File: config.mk
export PLATFORM = sky130hd
export DESIGN_NAME = mult_controller
export DESIGN_NICKNAME = d
export VERILOG_FILES = /design/src/rtl/mult_pkg.sv /design/src/rtl/Adder32bits.sv /design/src/rtl/mult_controller.sv
export SDC_FILE = /design/constraint.sdc
export NUM_CORES = 1
export LEC_CHECK = 0
export CAP_MARGIN = 20
export CORE_AREA = 10 10 121 123
export DETAILED_ROUTE_END_ITERATION = 16
export DIE_AREA = 0 0 131 133
export PLACE_DENSITY_LB_ADDON = 0.25
export SLEW_MARGIN = 10
export SYNTH_ARGS = -nofsm -noshare
export SYNTH_HDL_FRONTEND = slang
export SYNTH_SLANG_ARGS = --single-unit
File: constraint.sdc
create_clock -name clk -period 7.75 [get_ports clk]
set_input_delay 1.55 -clock clk [delete_from_list [all_inputs] [get_ports clk]]
set_output_delay 1.55 -clock clk [all_outputs]
set_load 0.02 [all_outputs]
File: src/rtl/mult_pkg.sv
// -----------------------------------------------------------------------------
// mult_pkg
// Shared definitions for the shift-and-add multiplier controller.
//   mult_state_e : FSM state encoding (IDLE / RUN / FIX / DONE)
//   cnt_width()  : iteration counter width for a given operand width,
//                  clog2(nbits)+1, so the counter can hold nbits itself.
// -----------------------------------------------------------------------------
package mult_pkg;

    typedef enum logic [1:0] {
        IDLE = 2'd0,
        RUN  = 2'd1,
        FIX  = 2'd2,
        DONE = 2'd3
    } mult_state_e;

    function automatic int unsigned cnt_width(input int unsigned nbits);
        return $clog2(nbits) + 1;
    endfunction

endpackage

File: src/rtl/Adder32bits.sv
// -----------------------------------------------------------------------------
// Adder32bits
// Plain combinational adder, width set by NBits (the name is historical; the
// multiplier instantiates it at NBits+1 so the carry out of the partial
// product accumulation is kept).
// Ports:
//   a_i   [NBits-1:0] : addend
//   b_i   [NBits-1:0] : addend
//   sum_o [NBits-1:0] : a_i + b_i, modulo 2**NBits
// -----------------------------------------------------------------------------
module Adder32bits #(
    parameter int NBits = 32
) (
    input  logic [NBits-1:0] a_i,
    input  logic [NBits-1:0] b_i,
    output logic [NBits-1:0] sum_o
);

    assign sum_o = a_i + b_i;

endmodule

File: src/rtl/mult_controller.sv
// -----------------------------------------------------------------------------
// mult_controller
// Sequential shift-and-add multiplier, one partial-product bit per cycle.
// {Hi,Lo} acts as a 2*NBits shift register: Lo starts as the multiplier and
// its LSB selects whether the multiplicand is added into Hi each iteration.
//
// Optional feature macro: MULT_SIGNED_EN
//   When defined, port in_Signed is added. Signed operations multiply the
//   operand magnitudes and spend one FIX cycle negating the product when the
//   operand signs differ. Without the macro every operation is unsigned and
//   FIX is unreachable.
//
// Ports:
//   clk             : clock, all state changes on the rising edge
//   reset           : synchronous active-high reset
//   in_Start        : start request, honoured only in IDLE
//   in_Multiplicand : operand A, sampled on accepted start
//   in_Multiplier   : operand B, sampled on accepted start
//   in_Signed       : (MULT_SIGNED_EN only) two's-complement operation
//   out_Busy        : high in RUN and FIX
//   out_Done        : one-cycle completion pulse (DONE state)
//   out_Hi/out_Lo   : upper/lower product halves, valid from DONE until the
//                     next accepted start
// Latency: out_Done in cycle NBits+1 after the start edge (NBits+2 signed).
// -----------------------------------------------------------------------------
module mult_controller
    import mult_pkg::*;
#(
    parameter int NBits = 32
) (
    input  logic             clk,
    input  logic             reset,
    input  logic             in_Start,
    input  logic [NBits-1:0] in_Multiplicand,
    input  logic [NBits-1:0] in_Multiplier,
`ifdef MULT_SIGNED_EN
    input  logic             in_Signed,
`endif
    output logic             out_Busy,
    output logic             out_Done,
    output logic [NBits-1:0] out_Hi,
    output logic [NBits-1:0] out_Lo
);

    localparam int CntW = int'(cnt_width(NBits));

    mult_state_e      state_q, state_d;
    logic [CntW-1:0]  cnt_q, cnt_d;
    logic [NBits-1:0] mcand_q, mcand_d;
    logic [NBits-1:0] hi_q, hi_d;
    logic [NBits-1:0] lo_q, lo_d;

    logic             last_iter;
    logic             fix_needed;
    logic [NBits-1:0] op_a_mag;
    logic [NBits-1:0] op_b_mag;
    logic [NBits:0]   add_a;
    logic [NBits:0]   add_b;
    logic [NBits:0]   sum;

    assign last_iter = (cnt_q == CntW'(NBits - 1));

    // ------------------------------------------------------------------
    // Operand conditioning
    // ------------------------------------------------------------------
`ifdef MULT_SIGNED_EN
    logic sgn_q, sgn_d;   // operation runs through FIX
    logic neg_q, neg_d;   // product must be negated in FIX
    logic a_neg, b_neg;

    assign a_neg      = in_Signed & in_Multiplicand[NBits-1];
    assign b_neg      = in_Signed & in_Multiplier[NBits-1];
    // Magnitude of the most negative value wraps to itself, which is its
    // correct unsigned magnitude.
    assign op_a_mag   = a_neg ? (~in_Multiplicand + 1'b1) : in_Multiplicand;
    assign op_b_mag   = b_neg ? (~in_Multiplier + 1'b1) : in_Multiplier;
    assign fix_needed = sgn_q;
`else
    assign op_a_mag   = in_Multiplicand;
    assign op_b_mag   = in_Multiplier;
    assign fix_needed = 1'b0;
`endif

    // ------------------------------------------------------------------
    // Single iteration adder, one bit wider to keep the carry
    // ------------------------------------------------------------------
    assign add_a = {1'b0, hi_q};
    assign add_b = lo_q[0] ? {1'b0, mcand_q} : '0;

    Adder32bits #(
        .NBits (NBits + 1)
    ) u_adder (
        .a_i   (add_a),
        .b_i   (add_b),
        .sum_o (sum)
    );

    // ------------------------------------------------------------------
    // FSM: state register
    // ------------------------------------------------------------------
    always_ff @(posedge clk) begin
        if (reset) begin
            state_q <= IDLE;
        end else begin
            state_q <= state_d;
        end
    end

    // ------------------------------------------------------------------
    // FSM: next state
    // ------------------------------------------------------------------
    always_comb begin
        state_d = state_q;
        case (state_q)
            IDLE:    if (in_Start) state_d = RUN;
            RUN:     if (last_iter) state_d = fix_needed ? FIX : DONE;
            FIX:     state_d = DONE;
            DONE:    state_d = IDLE;
            default: state_d = IDLE;
        endcase
    end

    // ------------------------------------------------------------------
    // FSM: outputs
    // ------------------------------------------------------------------
    always_comb begin
        out_Busy = 1'b0;
        out_Done = 1'b0;
        case (state_q)
            RUN, FIX: out_Busy = 1'b1;
            DONE:     out_Done = 1'b1;
            default:  ;
        endcase
    end

    assign out_Hi = hi_q;
    assign out_Lo = lo_q;

    // ------------------------------------------------------------------
    // Datapath next state
    // ------------------------------------------------------------------
    always_comb begin
        cnt_d   = cnt_q;
        mcand_d = mcand_q;
        hi_d    = hi_q;
        lo_d    = lo_q;
`ifdef MULT_SIGNED_EN
        sgn_d   = sgn_q;
        neg_d   = neg_q;
`endif
        case (state_q)
            IDLE: begin
                if (in_Start) begin
                    mcand_d = op_a_mag;
                    hi_d    = '0;
                    lo_d    = op_b_mag;
                    cnt_d   = '0;
`ifdef MULT_SIGNED_EN
                    sgn_d   = in_Signed;
                    neg_d   = a_neg ^ b_neg;
`endif
                end
            end
            RUN: begin
                // {sum, lo} >> 1: adder carry lands in the Hi MSB, the sum
                // LSB moves into the Lo MSB, the consumed multiplier bit drops.
                hi_d  = sum[NBits:1];
                lo_d  = {sum[0], lo_q[NBits-1:1]};
                cnt_d = cnt_q + CntW'(1);
            end
`ifdef MULT_SIGNED_EN
            FIX: begin
                if (neg_q) begin
                    {hi_d, lo_d} = ~{hi_q, lo_q} + 1'b1;
                end
            end
`endif
            default: ;
        endcase
    end

    // ------------------------------------------------------------------
    // Datapath registers
    // ------------------------------------------------------------------
    always_ff @(posedge clk) begin
        if (reset) begin
            cnt_q   <= '0;
            mcand_q <= '0;
            hi_q    <= '0;
            lo_q    <= '0;
`ifdef MULT_SIGNED_EN
            sgn_q   <= 1'b0;
            neg_q   <= 1'b0;
`endif
        end else begin
            cnt_q   <= cnt_d;
            mcand_q <= mcand_d;
            hi_q    <= hi_d;
            lo_q    <= lo_d;
`ifdef MULT_SIGNED_EN
            sgn_q   <= sgn_d;
            neg_q   <= neg_d;
`endif
        end
    end

endmodule

==> metrics.txt, run 1 <==
Setup-failing EPs final=0; XOR/XNOR Fraction of Synth Area=just under 4%; antenna-violating nets left=0; Mapped Area=5800 um2; chip width=131 um; Post-CTS Setup Bufs=0; Tot GR Track Use=around 18%; clk slew on worst S/H paths=60 ps; Fin. Hold Viols=0; I/O Buffers=~130; Worst EP arrival=about 3900 ps; share of layout cells above drive strength 1=under 10%; CTS resizes=0; fin crit period=roughly 3600 ps; Mapped Cells=702; outcome=finished, final reports clean; final std cells w/o fill=990; Skew-Pair Late Insertion Delay=about 350 ps; most frequent cell after synthesis=dfxtp_1; Warnings, synthesis=0; FMAX=approximately 280 MHz; WS Path Type=in -> reg; detailed-route wire length per cell=15.9 um; Hold Path End=mcand_q[24]; async set-reset flop share out of synthesis=0%; Initial Utilization=46.9%; hold depth=2; pwr/cell area=approximately 230 nW/um2; largest net degree at the start of global routing=86; Avg Vias per Cell=between 5 and 6; R2R Path End=out_Hi[27]; number of diodes=0; Final GP Congestion=0.884; Slew @ Worst Pin=~1100 ps; number of global-route vias before repair=roughly 5400; VDD IR max=0.000156 V; Post-Route WL=15800 um; Synth top area share=35.9%; Max FO, Critical Path=18; Yosys cell types=62; CTS sink count=between 100 and 150; Inst Count DP=975; Max Cap Violations=0; root buf cell=clkbuf_16; max_slew headroom=between 20% and 30%; top cells by area, synth=dfxtp_1 36%, ha_1 8.0%, nand2_1 6.6%, mux2i_1 6.0%, a21oi_1 5.3%; critical path data required time=8040 ps; Syn Area/Cell=8.26 um2; Vias=approximately 5300; Die Footprint=about 17000 um2; TritonCTS Buffers=9; # rows=41; Post-layout nets=919; Seq/Total Area, Yosys=35.9%; Multi-input gate area=3520 um2; deepest clock path buffer count=2; Filler cells=1100; GR Overflow Total=0; register area=2080 um2; DR pass1 iterations=4; final setup TNS=0 ps; Area growth, synth to finish=30.1%; RSZ-0062 raised after global routing=no; TritonCTS clock tree=yes; fin. max-slew vios=0; leading area contributor after synthesis=dfxtp_1; global-route wire length before repair=roughly 26000 um; Synth Area in Simple Gates=between 10% and 20%; worst hold margin=450 ps; IO Pins=133; Worst R2R Start=out_Lo[0]; Core ar.=12400 um2; hold path startpoint=mcand_q[24]; R2R cell count=11; Die Y=133 um; Leakage=2.99 nW; largest family of logic cells by synthesized area=compound AO/OA/AOI/OAI gates; Startpoint Class=input pin; top cells by count, synth=104 x dfxtp_1, 102 x nand2_1, 67 x nor2_1; DRT iter0 DRCs=322; post-route clock skew=6.64 ps; synthesized flop and latch total=104; HP Class=reg -> reg; Crit. End Element=register; fraction of the mapped netlist area in adder cells=8.33%; Post-CTS Hold Buffers=0; post-synthesis compound-gate area fraction=22.9%; syn_nets=807; Post-synth EDFFs=0; post-synthesis mux area share=roughly 6.0%; DRC=0; H-tree depth=3; register-to-register setup slack=4290 ps; Synth Flop Type=dfxtp_1; final period utilization=46.0%; DPL Wire Length=11600 um; antenna violations before repair=0
## power by group
| part | internal [W] | switching [W] |
|---|---|---|
| registers | 0.000616 | 0.0000602 |
| clock network | 0.000275 | 0.000195 |
| logic | 0.000261 | 0.000351 |
| total | 0.00115 | 0.000606 |
## critical path: stages
cell	delay (ps)
clkdlybuf4s50_1	490
nand2b_1	200
and2_1	520
nand2b_1	510
nor3b_1	350
mux2i_1	120
nand4_1	110
## placed cells by master (no fill, tap or decap), drive strengths merged, types with 3 or more instances in the layout
cell type	instances
a2111oi	3
a211o	3
a211oi	37
a21o	14
a21oi	62
a221o	4
a22oi	9
a31oi	5
a32oi	3
and2	34
buf	7
clkbuf	13
clkdlybuf4s50	131
dfxtp	104
ha	37
inv	17
mux2i	35
nand2	103
nand2b	6
nand3	10
nand4	3
nor2	67
nor2b	3
nor3	8
o211ai	3
o21a	6
o21ai	29
o21bai	5
o31ai	3
or3	4
xnor2	14
xor2	12
## layer usage
layer,vias to the layer above,track usage [%],part of all wire [%]
met3,23,7.47,9.0
li1,2706,-,-
met2,123,29.3,46
met1,2486,20.7,43
met4,0,6.92,2.0
met5,-,0,0
## flip-flops by register name (all words and copies together), names as in the netlist
name     flops
cnt_q        6
mcand_q     32
out_Hi      32
out_Lo      32
state_q      2
## worst max path at each step
stage          cells after the start      start          to
6_report                           7   in_Start  out_Hi[29]
5_1_grt                            7   in_Start  out_Hi[29]
4_1_cts                            7   in_Start  out_Hi[29]
3_5_place_dp                       7   in_Start  out_Hi[29]
3_3_place_gp                       8   in_Start    cnt_q[5]
2_1_floorplan                     13  out_Lo[0]  out_Hi[27]
## through the flow
step	util, %	total power [W]	instance area [um2]	setup WS, ps
6_report	61.1	0.00176	7550	4180
5_1_grt	61.1	0.00186	7550	3990
3_3_place_gp	58.6	0.00129	7240	4000
2_1_floorplan	-	0.00106	5800	4330
4_1_cts	61.1	0.00178	7550	4240
3_5_place_dp	58.6	0.00130	7240	3870
## kinds of logic (layout without fill, tap and decap cells)
group	after synthesis	count (layout)
buf+inv	54	170
simple gates	246	246
mux	35	35
compound gates	199	199
flops	104	104
xor+xnor	26	26
fa+ha+maj	38	38
## final cells by class
class / count / area share (%)
clock buffer: 13 / 3.58
clock inverter: 2 / 0.497
inverter: 17 / 0.845
multi-input combinational: 544 / 46.6
sequential: 104 / 27.6
tap: 172 / 2.85
timing repair buffer: 138 / 18.0
Power figures use the tool's default switching activity.
==> inputs of run 2 (changes only) <==
- CORE_AREA: 10 10 121 123 -> 10 10 124 126
- DIE_AREA: 0 0 131 133 -> 0 0 134 136
- clock period: 7.75 -> 2.9 ns (I/O delays scaled with it)
==> run 2 against run 1 <==
  * Core utilization up 1.7 points
  * Sequential power rose to 2.7 times the previous value
  * Register-to-register slack worse by 4300 ps
  * Flip-flop and latch count unchanged
  * Setup slack worse by 4100 ps
  * Final cell count up 4.8%
  * Wire length up 9.4%
  * Die area up 4.6%
  * Combinational power rose to 2.9 times the previous value
  * Highest routed layer unchanged
==> metrics.txt, run 2 (synthesis gave the netlist of run 1 again) <==
outcome=finished, final reports clean; Core ar.=13000 um2 (+5.0%); hold depth=2 (unchanged); pwr/cell area=611 nW/um2 (+160%); share of layout cells above drive strength 1=12.9% (+8.2 points); R2R cell count=12 (+1); dpl ws=-74.0 ps (-3950 ps); largest net degree at the start of global routing=67 (-22%); Leakage=3.20 nW (+7.2%); Hold Path End=mcand_q[25]; clk slew on worst S/H paths=70 ps (about the same); Crit. End Element=register; FMAX=349 MHz; Int Power=0.00327 W (+180%); Die Y=136 um (+2.3%); DR pass1 iterations=5 (+1); Post-Route WL=17300 um (+9.4%); Slew @ Worst Pin=637 ps (-418 ps); critical path data required time=3140 ps (-4900 ps); post-route clock skew=7.88 ps (+1.24 ps); Fin. Hold Viols=0 (unchanged); most common cell after layout, fill and taps aside=clkdlybuf4s50_1; HP Class=reg -> reg; Post-layout nets=961 (+4.6%); Psw=0.00171 W (+180%); Max Cap Violations=0 (unchanged); final period utilization=just under 100%; Vias=5597 (+4.9%); DPL Wire Length=12800 um (+11%); sw frac=34.4% (-0.091 points); VDD IR max=0.000439 V (+180%); setup slack after layout=38.4 ps (-4150 ps); Initial Utilization=44.7% (-2.2 points); TritonCTS clock tree=yes; H-tree depth=3 (unchanged); Worst R2R Start=out_Lo[0]; Tot GR Track Use=18.1% (-0.044 points); Setup-failing EPs final=0 (unchanged); deepest clock path buffer count=2 (unchanged); Clk pwr share=28.2% (+1.4 points); Worst EP arrival=3100 ps (-750 ps); crit path buf inv count=2 (+1); I/O Buffers=132 (unchanged); chip width=134 um (+2.3%); global-route wire length before repair=27400 um (+6.5%); hold path startpoint=mcand_q[25]; CP delay by family, top=compound AO/OA/AOI/OAI gates; TritonCTS Buffers=9 (unchanged); most frequent cells in the layout=131 x clkdlybuf4s50_1, 103 x dfxtp_1, 101 x nand2_1; Tot Pwr=0.00498 W (+180%); Avg Vias per Cell=5.39 (about the same); max_slew headroom=57.5% (+28 points); final setup TNS=0 ps (unchanged); Comb pwr share=35.4% (+0.6 points); worst hold margin=452 ps (+2.43 ps); DRT iter0 DRCs=388 (+20%); antenna violations before repair=1 (+1); Crit path largest cell delay=380 ps (-140 ps); GR Overflow Total=0 (unchanged); Startpoint Class=register; # rows=42 (+2.4%); Skew-Pair Late Insertion Delay=350 ps (about the same); detailed-route wire length per cell=16.6 um (+4.3%); DRC=0 (unchanged); antenna-violating nets left=0 (unchanged); CP max-delay cell=a2111oi_4; IO Pins=133 (unchanged); CTS sink count=104 (unchanged); Area growth, synth to finish=40.5%; Filler cells=1092 (-0.73%); root buf cell=clkbuf_16; Final GP Congestion=0.952 (+7.7%); fin crit period=2860 ps; Max FO, Critical Path=21 (+3); RSZ-0062 raised after global routing=yes; Inst Count DP=1018 (+4.4%); fin. max-slew vios=0 (unchanged); R2R Path End=out_Hi[28]; critical path, cell by cell=buf_12 -> and2_1 -> ha_1 -> o21a_1 -> a21oi_4 -> a2111oi_4 -> buf_4 -> o211ai_1 -> a211oi_1 -> o21ai_1 -> a21o_1 -> a32o_1; final std cells w/o fill=1038 (+4.8%); WS Path Type=reg -> reg; number of global-route vias before repair=5671 (+4.3%); register-to-register setup slack=40 ps (-4250 ps); Die Footprint=18200 um2 (+4.6%); register share of total power=36.4% (-2.0 points)
==> run 2: through the flow <==
step	cell area (um2)	utilization, %
after floorplan	5840	-
after global placement	7590	58.5
after detailed placement	7590	58.5
after CTS	7950	61.2
after global routing	8150	62.8
final	8150	62.8
==> run 2: per-layer routing <==
metal	global-route usage, %	up-vias	wire (um)
li1	-	2795	-
met1	20.2	2622	7160
met2	30.9	160	8380
met3	6.97	20	1510
met4	6.29	0	210
met5	0	-	0
==> run 2: layout make-up <==
type                    instances  area, um2  share of cell area (%)
well taps                     176        220                    2.70
multi-input cells             544       3730                    45.8
flip-flops and latches        104       2090                    25.6
diodes                          1       2.50                  0.0307
clock inverters                 7        119                    1.46
repair buffers                180       1700                    20.9
inverters                      17       63.8                   0.783
clock buffers                   9        225                    2.76
==> run 2: how the worst max path moves through the flow <==
stage | start | end | slack, ps | depth (start not counted)
floorplan | out_Lo[0] | out_Hi[27] | -130 | 13
global placement | out_Lo[0] | out_Hi[28] | -1 | 12
detailed placement | out_Lo[0] | out_Hi[28] | -70 | 12
CTS | out_Lo[0] | out_Hi[28] | -0.01 | 12
global route | out_Lo[0] | out_Hi[29] | -70 | 12
finish | out_Lo[0] | out_Hi[28] | 40 | 12
==> run 2: power groups by stage <==
stage	Combinational [W]	Clock [W]	Sequential (W)
2_1_floorplan	0.000864	0	0.00198
3_3_place_gp	0.00171	0	0.00183
3_5_place_dp	0.00175	0	0.00184
4_1_cts	0.00176	0.00143	0.00181
5_1_grt	0.00192	0.00149	0.00184
6_report	0.00176	0.00140	0.00181
==> run 2: worst register-to-register path: cells and delay by family (launching register included) <==
kind / cells / cell delay, ps
adder cells (fa/ha/maj): 1 / 300
AO/OA/AOI/OAI: 8 / 1630
buffers and inverters: 2 / 330
AND/OR/NAND/NOR: 1 / 140
flip-flops: 1 / 360
==> run 2: repair_timing <==
item | CTS | global route
hold endpoints to repair | 0 | 0
pin swaps | 4 | 16
resized for setup | 4 | 25
endpoints found under the setup margin | 3 | 12
gates cloned | 0 | 0
hold buffers | 0 | 0
setup buffers | 0 | 3
==> inputs of run 3 (changes only) <==
- SKIP_LAST_GASP: unset -> 1
==> run 3 against run 2 <==
  * Design area decreased by 0.34%
  * Setup slack got worse by 26 ps
  * Sequential share of layout area increased by 0.087 points
  * Register-to-register slack got worse by 30 ps
  * Die area unchanged
  * Final cell count about the same
  * Via count increased by 0.59%
  * Global-route usage about the same
  * Non-clock buffer count decreased by 1
  * Core utilization decreased by 0.21 points
  * Flip-flop and latch count unchanged
  * Wire length decreased by 0.72%
  * Critical endpoint is now out_Hi[29]
  * Largest cell class unchanged
  * Highest routed layer unchanged
==> metrics.txt, run 3 (synthesis gave the netlist of run 1 again) <==
Post-layout nets=960 (-0.10%); Worst EP arrival=3110 ps (about the same); WS Path Type=reg -> reg; largest net degree at the start of global routing=67 (unchanged); Tot GR Track Use=18.1% (about the same); DRC=0 (unchanged); Clk pwr share=28.2% (about the same); max_slew headroom=57.0% (-0.56 points); pwr/cell area=612 nW/um2 (+0.22%); HP Class=reg -> reg; register-to-register setup slack=10 ps (-30 ps); Core ar.=13000 um2 (unchanged); Final GP Congestion=0.952 (unchanged); register share of total power=36.4% (about the same); clk slew on worst S/H paths=70 ps (about the same); CTS sink count=104 (unchanged); RSZ-0062 raised after global routing=yes; register area=2090 um2 (unchanged); Max FO, Critical Path=21 (unchanged); Hold Path End=mcand_q[25]; Worst R2R Start=out_Lo[0]; outcome=finished, final reports clean; Die Footprint=18200 um2 (unchanged); critical path data required time=3120 ps (-20 ps); Avg Vias per Cell=5.43 (+0.69%); VDD IR max=0.000438 V (about the same); Multi-input gate area=3710 um2 (-0.54%); crit-path most repeated cell=o22ai_1; Int Power=0.00326 W (about the same); number of global-route vias before repair=5669 (-0.035%); DR pass1 iterations=5 (unchanged); Area growth, synth to finish=40.0%; most frequent cells in the layout=131 x clkdlybuf4s50_1, 103 x dfxtp_1, 101 x nand2_1; Inst Count DP=1018 (unchanged); Initial Utilization=44.7% (unchanged); CP delay by family, top=compound AO/OA/AOI/OAI gates; CP Launch Point=out_Lo[0]; Filler cells=1095 (+0.27%); Setup-failing EPs final=0 (unchanged); TritonCTS Buffers=9 (unchanged); Psw=0.00171 W (-0.24%); IO Pins=133 (unchanged); Post-CTS Hold Buffers=0 (unchanged); final setup TNS=0 ps (unchanged); antenna violations before repair=1 (unchanged); Skew-Pair Late Insertion Delay=350 ps (about the same); Leakage=3.21 nW (+0.21%); Die Y=136 um (unchanged); GR Overflow Total=0 (unchanged); R2R Path End=out_Hi[29]; detailed-route wire length per cell=16.5 um (-0.62%); deepest clock path buffer count=2 (unchanged); Vias=5630 (+0.59%); hold depth=2 (unchanged); R2R cell count=12 (unchanged); H-tree depth=3 (unchanged); DPL Wire Length=12800 um (unchanged); fin. max-slew vios=0 (unchanged); Startpoint Class=register; most common cell after layout, fill and taps aside=clkdlybuf4s50_1; FMAX=346 MHz (-0.91%); chip width=134 um (unchanged); hold path startpoint=mcand_q[25]; root buf cell=clkbuf_16; setup slack after layout=12.1 ps (-26.2 ps); Crit. End Element=register; # rows=42 (unchanged); final period utilization=99.6% (+0.90 points); DRT iter0 DRCs=290 (-25%); TritonCTS clock tree=yes; crit path buf inv count=2 (unchanged); critical path, cell by cell=buf_12 -> and2_1 -> ha_1 -> a21oi_2 -> o22ai_1 -> a221o_2 -> nor3_2 -> buf_4 -> o22ai_1 -> o31ai_2 -> mux2i_1 -> nand4_1; post-route clock skew=7.66 ps (-0.217 ps); antenna-violating nets left=0 (unchanged); CP max-delay cell=a221o_2; Comb pwr share=35.4% (about the same); Crit path largest cell delay=380 ps (about the same); global-route wire length before repair=27400 um (about the same); dpl ws=-74.0 ps (unchanged); fin crit period=2890 ps (+26.2 ps); final std cells w/o fill=1037 (-0.096%); sw frac=34.3% (-0.043 points); Slew @ Worst Pin=646 ps (+8.33 ps); Post-Route WL=17100 um (-0.72%); I/O Buffers=132 (unchanged); final core utilization=62.6% (-0.21 points); Tot Pwr=0.00497 W (-0.12%); share of layout cells above drive strength 1=12.3% (-0.57 points); Max Cap Violations=0 (unchanged); Fin. Hold Viols=0 (unchanged)
-- run 3: area by class of cell --
type | instances | share of cell area (%)
Multi-Input combinational cell | 544 | 45.7
Sequential cell | 104 | 25.7
Timing Repair Buffer | 179 | 20.9
Clock buffer | 9 | 2.77
Tap cell | 176 | 2.71
Clock inverter | 7 | 1.46
Inverter | 17 | 0.786
Antenna cell | 1 | 0.0308
-- run 3: power groups by stage --
stage | Sequential [W] | Clock [W] | Combinational, W
2_1_floorplan | 0.00198 | 0 | 0.000864
3_3_place_gp | 0.00183 | 0 | 0.00171
3_5_place_dp | 0.00184 | 0 | 0.00175
4_1_cts | 0.00181 | 0.00143 | 0.00176
5_1_grt | 0.00184 | 0.00149 | 0.00192
6_report | 0.00181 | 0.00140 | 0.00176
-- run 3: timing repair --
action / in CTS / in global routing
buffers inserted: 0 / 2
pin swaps: 2 / 7
resized for setup: 2 / 23
cloned: 0 / 0
setup endpoints to repair: 3 / 13
hold endpoints to repair: 0 / 0
-- run 3: worst max path at each step --
stage / endpoint / slack (ps) / cells past startpoint
after global placement: out_Hi[28] / -1 / 12
final: out_Hi[29] / 10 / 12
after global routing: out_Hi[29] / -130 / 12
after CTS: out_Hi[28] / -30 / 12
after floorplan: out_Hi[27] / -130 / 13
after detailed placement: out_Hi[28] / -70 / 12
-- run 3: through the flow --
step | area [um2] | hold slack (ps)
finish | 8120 | 452
global route | 8120 | 472
CTS | 7940 | 454
detailed placement | 7590 | 444
global placement | 7590 | 441
floorplan | 5840 | 432
-- run 3: worst reg2reg max path, delay by kind of cell, from the launching register on --
kind            cells  cell delay, ps
simple gates        3             430
fa+ha+maj           1             340
mux                 1             220
flops               1             360
compound gates      5            1100
buf+inv             2             300
-- run 3: metal layers --
layer  up-vias  GRT usage (%)  share of wire, %
li1       2795              -                 -
met1      2648           20.2                42
met2       161           30.8                48
met3        26           6.97               8.1
met4         0           6.29               1.7
met5         -              0                 0
